## config.mk

```make
export PLATFORM = sky130hd
export DESIGN_NAME = cv32e40p_tmr_voter_monitor
export DESIGN_NICKNAME = d
export VERILOG_FILES = /design/src/rtl/cv32e40p_tmr_voter_monitor.sv
export SDC_FILE = /design/constraint.sdc
export NUM_CORES = 1
export LEC_CHECK = 0
export CAP_MARGIN = 40
export CELL_PAD_IN_SITES_DETAIL_PLACEMENT = 0
export CELL_PAD_IN_SITES_GLOBAL_PLACEMENT = 1
export CORE_MARGIN = 5
export CORE_UTILIZATION = 34
export CTS_CLUSTER_DIAMETER = 150
export DETAILED_ROUTE_END_ITERATION = 10
export PLACE_DENSITY_LB_ADDON = 0.1
export SLEW_MARGIN = 20
export SYNTH_ARGS = -nofsm -noshare
export SYNTH_HDL_FRONTEND = slang
export SYNTH_SLANG_ARGS = --single-unit
```

## constraint.sdc

```tcl
create_clock -name clk -period 4.4 [get_ports clk]
set_input_delay 0.88 -clock clk [delete_from_list [all_inputs] [get_ports clk]]
set_output_delay 0.88 -clock clk [all_outputs]
set_load 0.03 [all_outputs]
```

## src/rtl/cv32e40p_tmr_voter_monitor.sv

```systemverilog
// Per-channel TMR voter with registered output, error flags and saturating corrected-event counter.
// Optional CV32E40P_FT_REPLICA_EXCLUDE_EN adds permanent-fault exclusion (TMR -> DUPLEX -> FAIL).
module cv32e40p_tmr_voter_monitor #(
  parameter int N_CH     = 2,
  parameter int CH_W     = 32,
  parameter int PERM_THR = 8,
  parameter int CNT_W    = 16
) (
  input  logic                 clk,
  input  logic                 rst_n,
  input  logic                 valid_i,
  input  logic [N_CH*CH_W-1:0] in_1_i,
  input  logic [N_CH*CH_W-1:0] in_2_i,
  input  logic [N_CH*CH_W-1:0] in_3_i,
  input  logic                 clear_i,
  output logic [N_CH*CH_W-1:0] voted_o,
  output logic                 voted_valid_o,
  output logic                 err_corrected_o,
  output logic                 err_detected_o,
  output logic                 err_uncorr_o,
  output logic [CNT_W-1:0]     err_cnt_o,
  output logic [2:0]           replica_faulty_o,
  output logic [1:0]           mode_o
);
  localparam int W = N_CH * CH_W;

  if (PERM_THR < 2 || PERM_THR > 255) begin : g_thr_chk
    $error("PERM_THR must be in 2..255");
  end

  logic [N_CH-1:0] w_eq12, w_eq13, w_eq23, w_cor, w_unc;
  logic [W-1:0]    w_tmr;

  for (genvar c = 0; c < N_CH; c++) begin : g_ch
    logic [CH_W-1:0] w_a, w_b, w_c;
    assign w_a = in_1_i[c*CH_W +: CH_W];
    assign w_b = in_2_i[c*CH_W +: CH_W];
    assign w_c = in_3_i[c*CH_W +: CH_W];
    assign w_eq12[c] = (w_a == w_b);
    assign w_eq13[c] = (w_a == w_c);
    assign w_eq23[c] = (w_b == w_c);
    // bitwise majority also equals the agreeing value when exactly two replicas match
    assign w_tmr[c*CH_W +: CH_W] = (w_a & w_b) | (w_a & w_c) | (w_b & w_c);
    assign w_cor[c] = (w_eq12[c] | w_eq13[c] | w_eq23[c]) & ~(w_eq12[c] & w_eq23[c]);
    assign w_unc[c] = ~(w_eq12[c] | w_eq13[c] | w_eq23[c]);
  end

  logic [W-1:0] w_out;
  logic         w_cor_any, w_det_any, w_unc_any;

`ifdef CV32E40P_FT_REPLICA_EXCLUDE_EN
  typedef enum logic [1:0] {M_TMR = 2'b00, M_DUPLEX = 2'b01, M_FAIL = 2'b10} mode_e;
  localparam logic [7:0] THR = 8'(PERM_THR);

  mode_e           r_mode, w_mode_nxt;
  logic [2:0][7:0] r_cul_cnt, w_cul_cnt_nxt;
  logic [7:0]      r_mis_cnt, w_mis_cnt_nxt;
  logic [2:0]      r_faulty, w_faulty_nxt;
  logic [2:0]      w_cul, w_hit;
  logic [W-1:0]    w_lo, w_hi;
  logic            w_mis;

  always_comb begin
    w_cul = '0;
    for (int c = 0; c < N_CH; c++) begin
      w_cul[0] = w_cul[0] | (w_eq23[c] & ~w_eq12[c]);
      w_cul[1] = w_cul[1] | (w_eq13[c] & ~w_eq12[c]);
      w_cul[2] = w_cul[2] | (w_eq12[c] & ~w_eq13[c]);
    end
    for (int r = 0; r < 3; r++)
      w_hit[r] = w_cul[r] && ((r_cul_cnt[r] + 8'd1) == THR);
  end

  // healthy pair in index order; the excluded replica never feeds DUPLEX/FAIL
  assign w_lo  = r_faulty[0] ? in_2_i : in_1_i;
  assign w_hi  = (r_faulty[0] | r_faulty[1]) ? in_3_i : in_2_i;
  assign w_mis = (w_lo != w_hi);

  always_comb begin
    w_out     = w_tmr;
    w_cor_any = (|w_cor) & ~(|w_unc);
    w_unc_any = |w_unc;
    w_det_any = (|w_cor) | (|w_unc);
    case (r_mode)
      M_DUPLEX: begin
        w_out     = w_lo;
        w_cor_any = 1'b0;
        w_unc_any = w_mis;
        w_det_any = w_mis;
      end
      M_FAIL: begin
        w_out     = w_lo;
        w_cor_any = 1'b0;
        w_unc_any = 1'b1;
        w_det_any = 1'b1;
      end
      default: ;
    endcase
  end

  always_comb begin
    w_mode_nxt    = r_mode;
    w_cul_cnt_nxt = r_cul_cnt;
    w_mis_cnt_nxt = r_mis_cnt;
    w_faulty_nxt  = r_faulty;
    if (clear_i) begin
      w_mode_nxt    = M_TMR;
      w_cul_cnt_nxt = '0;
      w_mis_cnt_nxt = '0;
      w_faulty_nxt  = '0;
    end else if (valid_i) begin
      case (r_mode)
        M_TMR: begin
          for (int r = 0; r < 3; r++)
            w_cul_cnt_nxt[r] = w_cul[r] ? r_cul_cnt[r] + 8'd1 : 8'd0;
          if (|w_hit) begin
            w_faulty_nxt  = w_hit & (~w_hit + 3'd1);
            w_mode_nxt    = M_DUPLEX;
            w_cul_cnt_nxt = '0;
          end
        end
        M_DUPLEX: begin
          w_mis_cnt_nxt = w_mis ? r_mis_cnt + 8'd1 : 8'd0;
          if (w_mis && ((r_mis_cnt + 8'd1) == THR)) begin
            w_mode_nxt    = M_FAIL;
            w_mis_cnt_nxt = '0;
          end
        end
        default: ;
      endcase
    end
  end

  always_ff @(posedge clk or negedge rst_n) begin
    if (!rst_n) begin
      r_mode    <= M_TMR;
      r_cul_cnt <= '0;
      r_mis_cnt <= '0;
      r_faulty  <= '0;
    end else begin
      r_mode    <= w_mode_nxt;
      r_cul_cnt <= w_cul_cnt_nxt;
      r_mis_cnt <= w_mis_cnt_nxt;
      r_faulty  <= w_faulty_nxt;
    end
  end

  assign mode_o           = r_mode;
  assign replica_faulty_o = r_faulty;
`else
  assign w_out            = w_tmr;
  assign w_cor_any        = (|w_cor) & ~(|w_unc);
  assign w_unc_any        = |w_unc;
  assign w_det_any        = (|w_cor) | (|w_unc);
  assign mode_o           = 2'b00;
  assign replica_faulty_o = 3'b000;
`endif

  logic [W-1:0]     r_voted;
  logic             r_vv, r_cor, r_det, r_unc;
  logic [CNT_W-1:0] r_cnt;

  always_ff @(posedge clk or negedge rst_n) begin
    if (!rst_n) begin
      r_voted <= '0;
      r_vv    <= 1'b0;
      r_cor   <= 1'b0;
      r_det   <= 1'b0;
      r_unc   <= 1'b0;
      r_cnt   <= '0;
    end else begin
      r_vv  <= valid_i;
      r_cor <= valid_i & w_cor_any;
      r_det <= valid_i & w_det_any;
      r_unc <= valid_i & w_unc_any;
      if (valid_i) r_voted <= w_out;
      if (clear_i)
        r_cnt <= '0;
      else if (valid_i && w_cor_any && (r_cnt != '1))
        r_cnt <= r_cnt + 1'b1;
    end
  end

  assign voted_o         = r_voted;
  assign voted_valid_o   = r_vv;
  assign err_corrected_o = r_cor;
  assign err_detected_o  = r_det;
  assign err_uncorr_o    = r_unc;
  assign err_cnt_o       = r_cnt;
endmodule

```

==> run_results.csv <==
group,metric,value,unit
run_status,status,"finished, final reports clean",
final_layout,nets,1309,
floorplanning,chipHeight,147.7,um
place,place_area,9499,um2
clocking,clock_sinks,84,
clocking,cts_tree,"done",
routing,wl_per_cell,19.04,um
final_layout,design_area,9808,um2
setup_path,path_cells,"clkdlybuf4s50_1 > ha_1 > nor4_1 > nand4_1 > nor2_2 > or3_4 > nand3_4 > or4_1 > a21oi_1",
power_and_ir_drop,power_density,253.6,nW/um2
min_path,hp-class,"primary input to asynchronous set/reset pin",
place,port_buffers,279,
floorplanning,io_pins,285,
routing,vias,6101,
synthesis,synth_area,6450,um2
clocking,path_clk_slew,0.08,ns
timing,min_period_over_period,76.68,%
power_and_ir_drop,p_leak,4.233,nW
routing,drt_first_pass_iters,4,
setup_path,path_buf_inv,1,
grt,grt_pass1_wl,34.63,mm
routing,antenna_left,0,
grt,grt_usage,20.16,%
synthesis,synth_seq_cells,84,
clocking,cts-root-buf,"clkbuf_16",
clocking,cts_buffers,9,
clocking,cts_buffer_depth,2,
routing,drt_iter0_markers,185,
setup_path,end_kind,"register",
timing,setup-tns-final,0,ns
routing,route.final.wire_length,22.13,mm
setup_path,crit_start,"in_2_i[57]",
grt,antenna_found_initial,3,
floorplanning,dieWidth,147.7,um
place,hpwl,18.86,mm
timing,fmax,296.4,MHz
clocking,cts_resized,0,
timing,tightest_slew,0.6751,ns
power_and_ir_drop,peakVddDrop,0.1770,mV
synthesis,yosys-top-cells-area,"ha_1 37%, dfrtp_1 33%, a21oi_1 5.7%, nor3_1 5.3%, nor4_1 4.5%",
grt,grt_pass1_vias,6545,
timing,fin_skew,0.007691,ns
final_layout,fillerInstances,1714,
synthesis,synthCells,645,
timing,slew_viol_final,0,
floorplanning,core,18710,um2
synthesis,synth_warnings,0,
setup_path,critPathSlowestCell,"or4_1",
synthesis,seq_area_frac_synth,32.59,%
grt,grt_overflow,0,
place,gp_congestion,0.8751,
final_layout,final_core_util,52.43,%
setup_path,cp.arrival,3.65,ns
setup_path,cp_max_fo,22,
timing,final-setup-viol-count,0,
routing,viasPerCell,5.250,
synthesis,syn_area_per_cell,10.00,um2
timing,relSlewSlack,54.85,%
routing,drc,0,
clocking,htreeDepth,3,
setup_path,max_stage_delay,0.56,ns
timing,fin_crit,3.374,ns
final_layout,area_growth,52.07,%
timing,rsz0062_at_grt,"false",
floorplanning,fp.dieArea,21830,um2
floorplanning,rows,50,
floorplanning,initial_utilization,34.48,%
final_layout,drive_gt1_share,3.892,%
clocking,post_cts_buffers,0,
synthesis,yosysTopAreaCell,"ha_1",
setup_path,worstSetupPathType,"primary input to register",
setup_path,startpoint_type,"primary input",
clocking,cts.hold.buffers_added,0,
synthesis,yosysUniqueCellTypes,34,
setup_path,worst_ep_required_time,4.67,ns
setup_path,rr_startpoint,"err_cnt_o[0]$_DFFE_PN0P_",
grt,grt_max_degree,69,
setup_path,cp_top_family,"simple AND/OR/NAND/NOR gates",
synthesis,synth_top_area_share,37.44,%
timing,hold_violations,0,
job,drv_cap,0,
clocking,clock_latency,0.36,ns
==> power breakdown <==
part	internal [mW]	switching, mW	total (mW)
combinational	0.404	0.424	0.828
sequential	0.838	0.0380	0.876
clock	0.404	0.379	0.784
==> final timing paths <==
path | to | slack (ns) | cells past startpoint
setup / recovery | err_cnt_o[5]$_DFFE_PN0P_ | 1.03 | 9
hold / removal | voted_o[0]$_DFFE_PN0P_ | 0.37 | 1
setup reg to reg | err_cnt_o[9]$_DFFE_PN0P_ | 2.37 | 8
min in group clk | voted_o[33]$_DFFE_PN0P_ | 0.52 | 2
max in group asynchronous | voted_o[49]$_DFFE_PN0P_ | 3.11 | 3
hold reg to reg | voted_o[33]$_DFFE_PN0P_ | 0.52 | 2
==> per-layer routing <==
metal / track usage, % / up-vias / part of all wire (%)
met5: 0 / - / 0
met4: 7.502 / 0 / 2.7
met3: 5.303 / 34 / 7.2
met2: 35.65 / 193 / 49
met1: 23.38 / 2864 / 41
li1: - / 3010 / -
==> cell type report <==
cell class | count | area, um2 | share of cell area (%)
Antenna cell | 3 | 7.507 | 0.07654
Clock buffer | 9 | 225.2 | 2.296
Clock inverter | 7 | 76.32 | 0.7782
Inverter | 6 | 22.52 | 0.2296
Multi-Input combinational cell | 536 | 4224 | 43.07
Sequential cell | 84 | 2102 | 21.43
Tap cell | 234 | 292.8 | 2.985
Timing Repair Buffer | 283 | 2858 | 29.14
==> flip-flops by register name (all words and copies together) (netlist names) <==
signal / cells
err_cnt_o: 16
err_corrected_o: 1
err_detected_o: 1
err_uncorr_o: 1
voted_o: 64
voted_valid_o: 1
==> Yosys cell counts <==
library cell / number
xor2_1: 1
or3_4: 2
nand4_2: 1
conb_1: 1
dfrtp_1: 84
buf_4: 6
inv_1: 6
buf_1: 2
or2_2: 1
mux2_2: 2
nand4_1: 17
or3_1: 7
ha_1: 193
clkbuf_1: 14
buf_6: 1
o21ba_2: 1
nor2_1: 75
nand3_1: 6
nor4b_1: 1
nor4_2: 2
nor2_2: 4
and3_1: 2
nor4_1: 46
a21oi_1: 74
nor2b_1: 3
and4_1: 1
o21ai_0: 9
nand2_1: 6
a41oi_1: 1
nor3_1: 68
o31ai_1: 3
nand3_4: 1
mux2i_1: 1
or4_1: 3
==> per-stage QoR <==
step	total power, mW	worst slack (ns)	instances	hold WS, ns
after global placement	1.699	0.6731	1141	0.5047
after global routing	2.643	0.8391	1162	0.3685
final	2.487	1.026	1162	0.3742
after floorplan	1.252	1.706	649	0.5844
after CTS	2.536	0.9695	1159	0.3602
after detailed placement	1.728	0.6161	1143	0.5103
==> layout by cell type (no fill, tap or decap), types with 3 or more instances in the layout <==
master           count
clkdlybuf4s50_1    277
nand3_1              6
nand4_1             17
a21oi_1             74
inv_1                6
buf_4                4
nor4_1              46
or3_1                7
nand2_1              6
o21ai_0              9
ha_1               193
clkbuf_16            9
nor2b_1              3
inv_8                3
o31ai_1              3
nor2_2               4
conb_1               5
nor3_1              68
dfrtp_1             84
nor2_1              75
or4_1                3
diode_2              3
==> worst register-to-register path, stage by stage (launching register included) <==
cell	delay (ns)
dfrtp_1	0.43
ha_1	0.25
nand2_1	0.08
nor3_1	0.08
and3_1	0.21
nor2_1	0.19
inv_1	0.14
nor3_1	0.20
mux2_2	0.35
==> cells by family after synthesis <==
logic type / Yosys count / share of synthesized area, %
xor gates and xnor gates: 1 / 0.1358
and+or+nand+nor: 246 / 20.04
DFF: 84 / 32.59
muxes: 3 / 0.5043
other: 1 / 0.05814
buffers and inverters: 29 / 2.153
adders and majority gates: 193 / 37.44
AOI/OAI and AO/OA: 88 / 7.081
No activity file was read; power rests on OpenSTA's default activity.
